===== src/rtl/imm_decode_stage_pkg.sv =====
// Shared opcode, immediate-format and sign-extension definitions for the
// decode stage and its combinational core.
package imm_decode_stage_pkg;

    localparam int unsigned DEFAULT_DATA_SIZE = 32;
    localparam int unsigned DEFAULT_INST_SIZE = 32;
    localparam int unsigned MAX_DATA_SIZE     = 64;

    typedef enum logic [6:0] {
        LOADS    = 7'b0000011,
        FENCE    = 7'b0001111,
        ALC_I    = 7'b0010011,
        AUIPC    = 7'b0010111,
        STORES   = 7'b0100011,
        ALC_R    = 7'b0110011,
        LUI      = 7'b0110111,
        BRANCHES = 7'b1100011,
        JALR     = 7'b1100111,
        JAL      = 7'b1101111,
        SYSTEM   = 7'b1110011
    } t_opcode;

    typedef enum logic [2:0] {
        IMM_NONE = 3'd0,
        IMM_I    = 3'd1,
        IMM_S    = 3'd2,
        IMM_B    = 3'd3,
        IMM_U    = 3'd4,
        IMM_J    = 3'd5
    } t_imm_fmt;

    // Widest legal extension; callers truncate to their DATA_SIZE.
    function automatic logic [MAX_DATA_SIZE-1:0] sign_extend(input logic [31:0] value);
        return {{(MAX_DATA_SIZE-32){value[31]}}, value};
    endfunction

endpackage


===== src/rtl/imm_decode_stage_core.sv =====
// Pure combinational immediate decode: immediate, format, illegal flag and
// control-transfer target for one instruction.
module imm_decode_core
    import imm_decode_stage_pkg::*;
#(
    parameter int unsigned DATA_SIZE = DEFAULT_DATA_SIZE,
    parameter int unsigned INST_SIZE = DEFAULT_INST_SIZE,
    parameter int unsigned ADDR_SIZE = DATA_SIZE
) (
    input  logic [INST_SIZE-1:0] instr,
    input  logic [ADDR_SIZE-1:0] pc,
    input  logic [DATA_SIZE-1:0] jalr_reg,
    output logic [DATA_SIZE-1:0] immediate_c,
    output t_imm_fmt             imm_fmt_c,
    output logic [ADDR_SIZE-1:0] target_c,
    output logic                 illegal_c
);

    logic [31:0]          imm32;
    logic [ADDR_SIZE-1:0] imm_addr;

    // Every format is assembled as a 32-bit value already extended from instr[31].
    always_comb begin
        imm32     = 32'h0;
        imm_fmt_c = IMM_NONE;
        illegal_c = 1'b0;
        case (instr[6:0])
            LOADS, ALC_I, JALR: begin
                imm32     = {{20{instr[31]}}, instr[31:20]};
                imm_fmt_c = IMM_I;
            end
            STORES: begin
                imm32     = {{20{instr[31]}}, instr[31:25], instr[11:7]};
                imm_fmt_c = IMM_S;
            end
            BRANCHES: begin
                imm32     = {{19{instr[31]}}, instr[31], instr[7], instr[30:25], instr[11:8], 1'b0};
                imm_fmt_c = IMM_B;
            end
            LUI, AUIPC: begin
                imm32     = {instr[31:12], 12'h000};
                imm_fmt_c = IMM_U;
            end
            JAL: begin
                imm32     = {{11{instr[31]}}, instr[31], instr[19:12], instr[20], instr[30:21], 1'b0};
                imm_fmt_c = IMM_J;
            end
            ALC_R, FENCE, SYSTEM: begin
            end
            default: illegal_c = 1'b1;
        endcase
    end

    assign immediate_c = DATA_SIZE'(sign_extend(imm32));
    assign imm_addr    = ADDR_SIZE'(immediate_c);

    // Targets wrap modulo 2^ADDR_SIZE; JALR clears bit 0.
    always_comb begin
        target_c = '0;
        case (instr[6:0])
            BRANCHES, JAL: target_c = pc + imm_addr;
            JALR:          target_c = (ADDR_SIZE'(jalr_reg) + imm_addr) & ~ADDR_SIZE'(1);
            default:       target_c = '0;
        endcase
    end

endmodule


===== src/rtl/imm_decode_stage.sv =====
// Registered immediate-decode stage with a valid/ready handshake and a
// two-entry (output + skid) buffer giving full throughput with registered ready.
module imm_decode_stage
    import imm_decode_stage_pkg::*;
#(
    parameter int unsigned DATA_SIZE = DEFAULT_DATA_SIZE,
    parameter int unsigned INST_SIZE = DEFAULT_INST_SIZE,
    parameter int unsigned ADDR_SIZE = DATA_SIZE
) (
    input  logic                 i_clk,
    input  logic                 i_rst,
    input  logic                 i_flush,
    input  logic                 i_valid,
    output logic                 o_ready,
    input  logic [INST_SIZE-1:0] i_instr,
    input  logic [ADDR_SIZE-1:0] i_pc,
    input  logic [DATA_SIZE-1:0] i_jalr_reg,
    output logic                 o_valid,
    input  logic                 i_ready,
    output logic [DATA_SIZE-1:0] o_immediate,
    output t_imm_fmt             o_imm_fmt,
    output logic [ADDR_SIZE-1:0] o_target,
    output logic                 o_illegal
);

    typedef struct packed {
        logic [DATA_SIZE-1:0] immediate;
        t_imm_fmt             imm_fmt;
        logic [ADDR_SIZE-1:0] target;
        logic                 illegal;
    } t_entry;

    t_entry dec;
    t_entry out_q, out_d, skid_q, skid_d;
    logic   out_valid_q, out_valid_d;
    logic   skid_valid_q, skid_valid_d;
    logic   ready_q, ready_d;
    logic   accept, transfer;

    imm_decode_core #(
        .DATA_SIZE(DATA_SIZE),
        .INST_SIZE(INST_SIZE),
        .ADDR_SIZE(ADDR_SIZE)
    ) u_core (
        .instr      (i_instr),
        .pc         (i_pc),
        .jalr_reg   (i_jalr_reg),
        .immediate_c(dec.immediate),
        .imm_fmt_c  (dec.imm_fmt),
        .target_c   (dec.target),
        .illegal_c  (dec.illegal)
    );

    assign accept   = i_valid && ready_q;
    assign transfer = out_valid_q && i_ready;

    // Skid only fills while the output is held, so ready_q == !skid_valid_q
    // and no accept can arrive while the skid entry is occupied.
    always_comb begin
        out_d        = out_q;
        out_valid_d  = out_valid_q;
        skid_d       = skid_q;
        skid_valid_d = skid_valid_q;
        if (i_flush) begin
            out_valid_d  = 1'b0;
            skid_valid_d = 1'b0;
        end else if (!out_valid_q || transfer) begin
            if (skid_valid_q) begin
                out_d        = skid_q;
                out_valid_d  = 1'b1;
                skid_valid_d = 1'b0;
            end else begin
                out_valid_d = accept;
                if (accept) begin
                    out_d = dec;
                end
            end
        end else if (accept) begin
            skid_d       = dec;
            skid_valid_d = 1'b1;
        end
        ready_d = !skid_valid_d;
    end

    always_ff @(posedge i_clk or posedge i_rst) begin
        if (i_rst) begin
            out_q        <= '0;
            skid_q       <= '0;
            out_valid_q  <= 1'b0;
            skid_valid_q <= 1'b0;
            ready_q      <= 1'b1;
        end else begin
            out_q        <= out_d;
            skid_q       <= skid_d;
            out_valid_q  <= out_valid_d;
            skid_valid_q <= skid_valid_d;
            ready_q      <= ready_d;
        end
    end

    assign o_valid     = out_valid_q;
    assign o_ready     = ready_q;
    assign o_immediate = out_q.immediate;
    assign o_imm_fmt   = out_q.imm_fmt;
    assign o_target    = out_q.target;
    assign o_illegal   = out_q.illegal;

endmodule


===== config.mk =====
export PLATFORM = sky130hd
export DESIGN_NAME = imm_decode_stage
export DESIGN_NICKNAME = d
export VERILOG_FILES = /design/src/rtl/imm_decode_stage_pkg.sv /design/src/rtl/imm_decode_stage_core.sv /design/src/rtl/imm_decode_stage.sv
export SDC_FILE = /design/constraint.sdc
export NUM_CORES = 1
export LEC_CHECK = 0
export CAP_MARGIN = 20
export CORE_UTILIZATION = 50
export DETAILED_ROUTE_END_ITERATION = 12
export HOLD_SLACK_MARGIN = 0.02
export PLACE_DENSITY_LB_ADDON = 0.2
export SLEW_MARGIN = 20
export SYNTH_ARGS = -nofsm -noshare
export SYNTH_HDL_FRONTEND = slang
export SYNTH_SLANG_ARGS = --single-unit
export TNS_END_PERCENT = 10

===== constraint.sdc =====
create_clock -name i_clk -period 8.87 [get_ports i_clk]
set_input_delay 0.887 -clock i_clk [delete_from_list [all_inputs] [get_ports i_clk]]
set_output_delay 0.887 -clock i_clk [all_outputs]
set_load 0.02 [all_outputs]

==> reports/results.ini <==
[grt]
grt_start_max_net_pins = 108
antenna_found_initial = 0
grt_remaining_overflow = 0
grt_pass1_wl_um = 52100
grt_pass1_vias = 9453
grtUsageTotal_pct = 33.3

[synthesis]
synth_top_area_cell = dfrtp_1
syn_nets = 1441
netlist.area_leader.share_pct = 34.0
yosysSeqAreaShare_pct = 34.3
ys_types = 78
ys_ff_latch = 139
async_flop_share_pct = 100
syn-mean-instance-area_um2 = 7.95
ys_top_cells_by_area = dfrtp_1, nand2_1, ha_1
ys.flop_type = dfrtp_1
synth_edf_count = 0
yosys_warnings = 0
netlist_area_um2 = 10100
synthCells = 1277

[die]
num_rows = 51
die_w_um = 144
core_um2 = 19700
io_pins = 171
dieHeight_um = 144
die-area_um2 = 20900
start_util_pct = 51.6

[power]
p_leak_nw = 5.90
finalPower_mw = 1.69
peakVddDrop_mv = 0.124
powerDensity_nw_per_um2 = 135

[drt]
drc_errors = 0
vias_per_cell = 6.01
wirelength_um = 33900
wl_per_cell_um = 20.2
drtIter0Drc = 825
drtAntennaViolNets = 0
first_pass_iters = 5
via_count = 10097

[placed_design]
dpl.hpwl_um = 25300
dp_slack_ns = 3.18
numPortBuffers = 170
routabilityCongestion = 0.948

[min_path]
min_from = skid_q[67]
hold_path_class = reg -> reg

[timing]
worst_pin_slew_ns = 1.04
slew_violations = 0
rsz0062_at_grt = false
finalSetupTns_ns = 0
fin_skew_ns = 0.0107
holdWs_ns = 0.476
slew_headroom_pct = 30.4
period_share_pct = 60.3
setup_viol = 0
period_needed_ns = 5.35
layout_setup_ws_ns = 3.52
max_freq_mhz = 187
hold_violations = 0

[worst_setup_path]
r2r-start = o_valid
end_kind = flop
crit_fanout = 12
start_kind = input pin
crit_start = i_instr[3]
required_ns = 9.13
critical_path_class = in -> reg
crit_arrival_ns = 5.61

[clocking]
cts_sinks = 139
cts_tree = built
cts-root-buf = clkbuf_16
cts_buffer_depth = 2
ctsHoldBuffers = 0
htreeDepth = 4
post_cts_buffers = 0
insertion_delay_ns = 0.43
cts-resized-gates = 0
clk_pin_slew_ns = 0.07
cts_inserted_buffers = 17

[status]
outcome = finished, final reports clean

[final_layout]
final_common_cell = nand2_1
postLayoutCoreUtil_pct = 64.0
final_cell_mix = nand2_1, clkdlybuf4s50_1, o21ai_0
fin_nets = 1565
drive_above_1_share_pct = 5.80
antenna_cells = 0
area_growth_pct = 23.9

[flow_run]
maxCapViolations = 0

-- sequential cells by signal, summed over array words and instances, names as in the netlist --
| register | flops |
|---|---|
| skid_q | 68 |
| o_immediate | 32 |
| o_target | 32 |
| o_imm_fmt | 3 |
| o_illegal | 1 |
| o_ready | 1 |
| o_valid | 1 |
| skid_valid_q | 1 |
-- synthesized netlist by cell type, drive strengths merged, types with 6 or more instances --
cell / instances
nand2: 236
o21ai: 152
dfrtp: 138
a21oi: 115
nor2: 84
clkbuf: 65
ha: 61
inv: 36
a21o: 32
xor2: 27
mux2i: 25
nand3: 22
xnor2: 22
and3: 20
a22oi: 19
o21a: 17
nor3: 15
nand4: 13
a31oi: 12
o22ai: 11
a211oi: 10
buf: 10
nand2b: 10
nor2b: 10
or3: 9
o211ai: 8
o21bai: 7
a31o: 6
mux2: 6
-- power breakdown --
group | leakage (nW) | internal, mW | total (mW) | switching (mW)
clock | 0.281 | 0.405 | 0.718 | 0.314
sequential | 1.91 | 0.657 | 0.670 | 0.0132
combinational | 3.70 | 0.126 | 0.303 | 0.177
total | 5.90 | 1.19 | 1.69 | 0.504
-- per-layer routing --
metal	GRT usage [%]	share of wire, %	vias up
met2	53.4	46	475
li1	-	-	4822
met5	0	0	-
met1	45.6	43	4729
met4	11.6	2.8	0
met3	5.03	8.2	71
-- final cells by class --
cell class              count  area [µm²]
clock buffers              18         439
clock inverters            14         148
fillers                  1757        7080
inverters                  37         144
multi-input cells        1026        6250
flip-flops and latches    139        3480
well taps                 265         332
repair buffers            180        1780
-- critical path, cell delays in order --
cell	delay [ns]
clkdlybuf4s50_1	0.62
or2_2	0.45
nor3_2	0.43
or2_2	0.27
and2_1	0.36
a21o_1	0.29
ha_1	0.36
a21oi_1	0.25
nor2_1	0.08
a211oi_1	0.38
a21oi_1	0.13
a211oi_1	0.33
mux2_2	0.23
o22ai_1	0.07
nor4_1	0.36
o21ai_0	0.12
-- metrics by stage --
step	std cells	instance area [µm²]
floorplan	1277	10100
global placement	1647	12000
detailed placement	1647	12000
CTS	1679	12600
global route	1679	12600
finish	1679	12600
-- cells by family (layout without fill, tap and decap cells) --
kind of cell / after synthesis / in the layout / synth area share, %
xor gates and xnor gates: 49 / 49 / 4.30
adders and majority gates: 63 / 63 / 7.92
muxes: 31 / 31 / 3.13
buffers and inverters: 112 / 249 / 4.28
DFF: 139 / 139 / 34.3
AOI/OAI and AO/OA: 431 / 431 / 26.0
and+or+nand+nor: 452 / 452 / 20.1
-- worst paths after layout --
kind                                    to  slack (ns)  depth (start not counted)
max                             skid_q[31]        3.52                         16
min                             skid_q[67]        0.48                          2
min reg2reg                     skid_q[67]        0.48                          2
max in group asynchronous     o_target[11]        6.60                          3
max reg2reg                   o_target[31]        6.50                          7
min in group asynchronous  o_immediate[30]        0.95                          2
No activity file was read; power rests on OpenSTA's default activity.
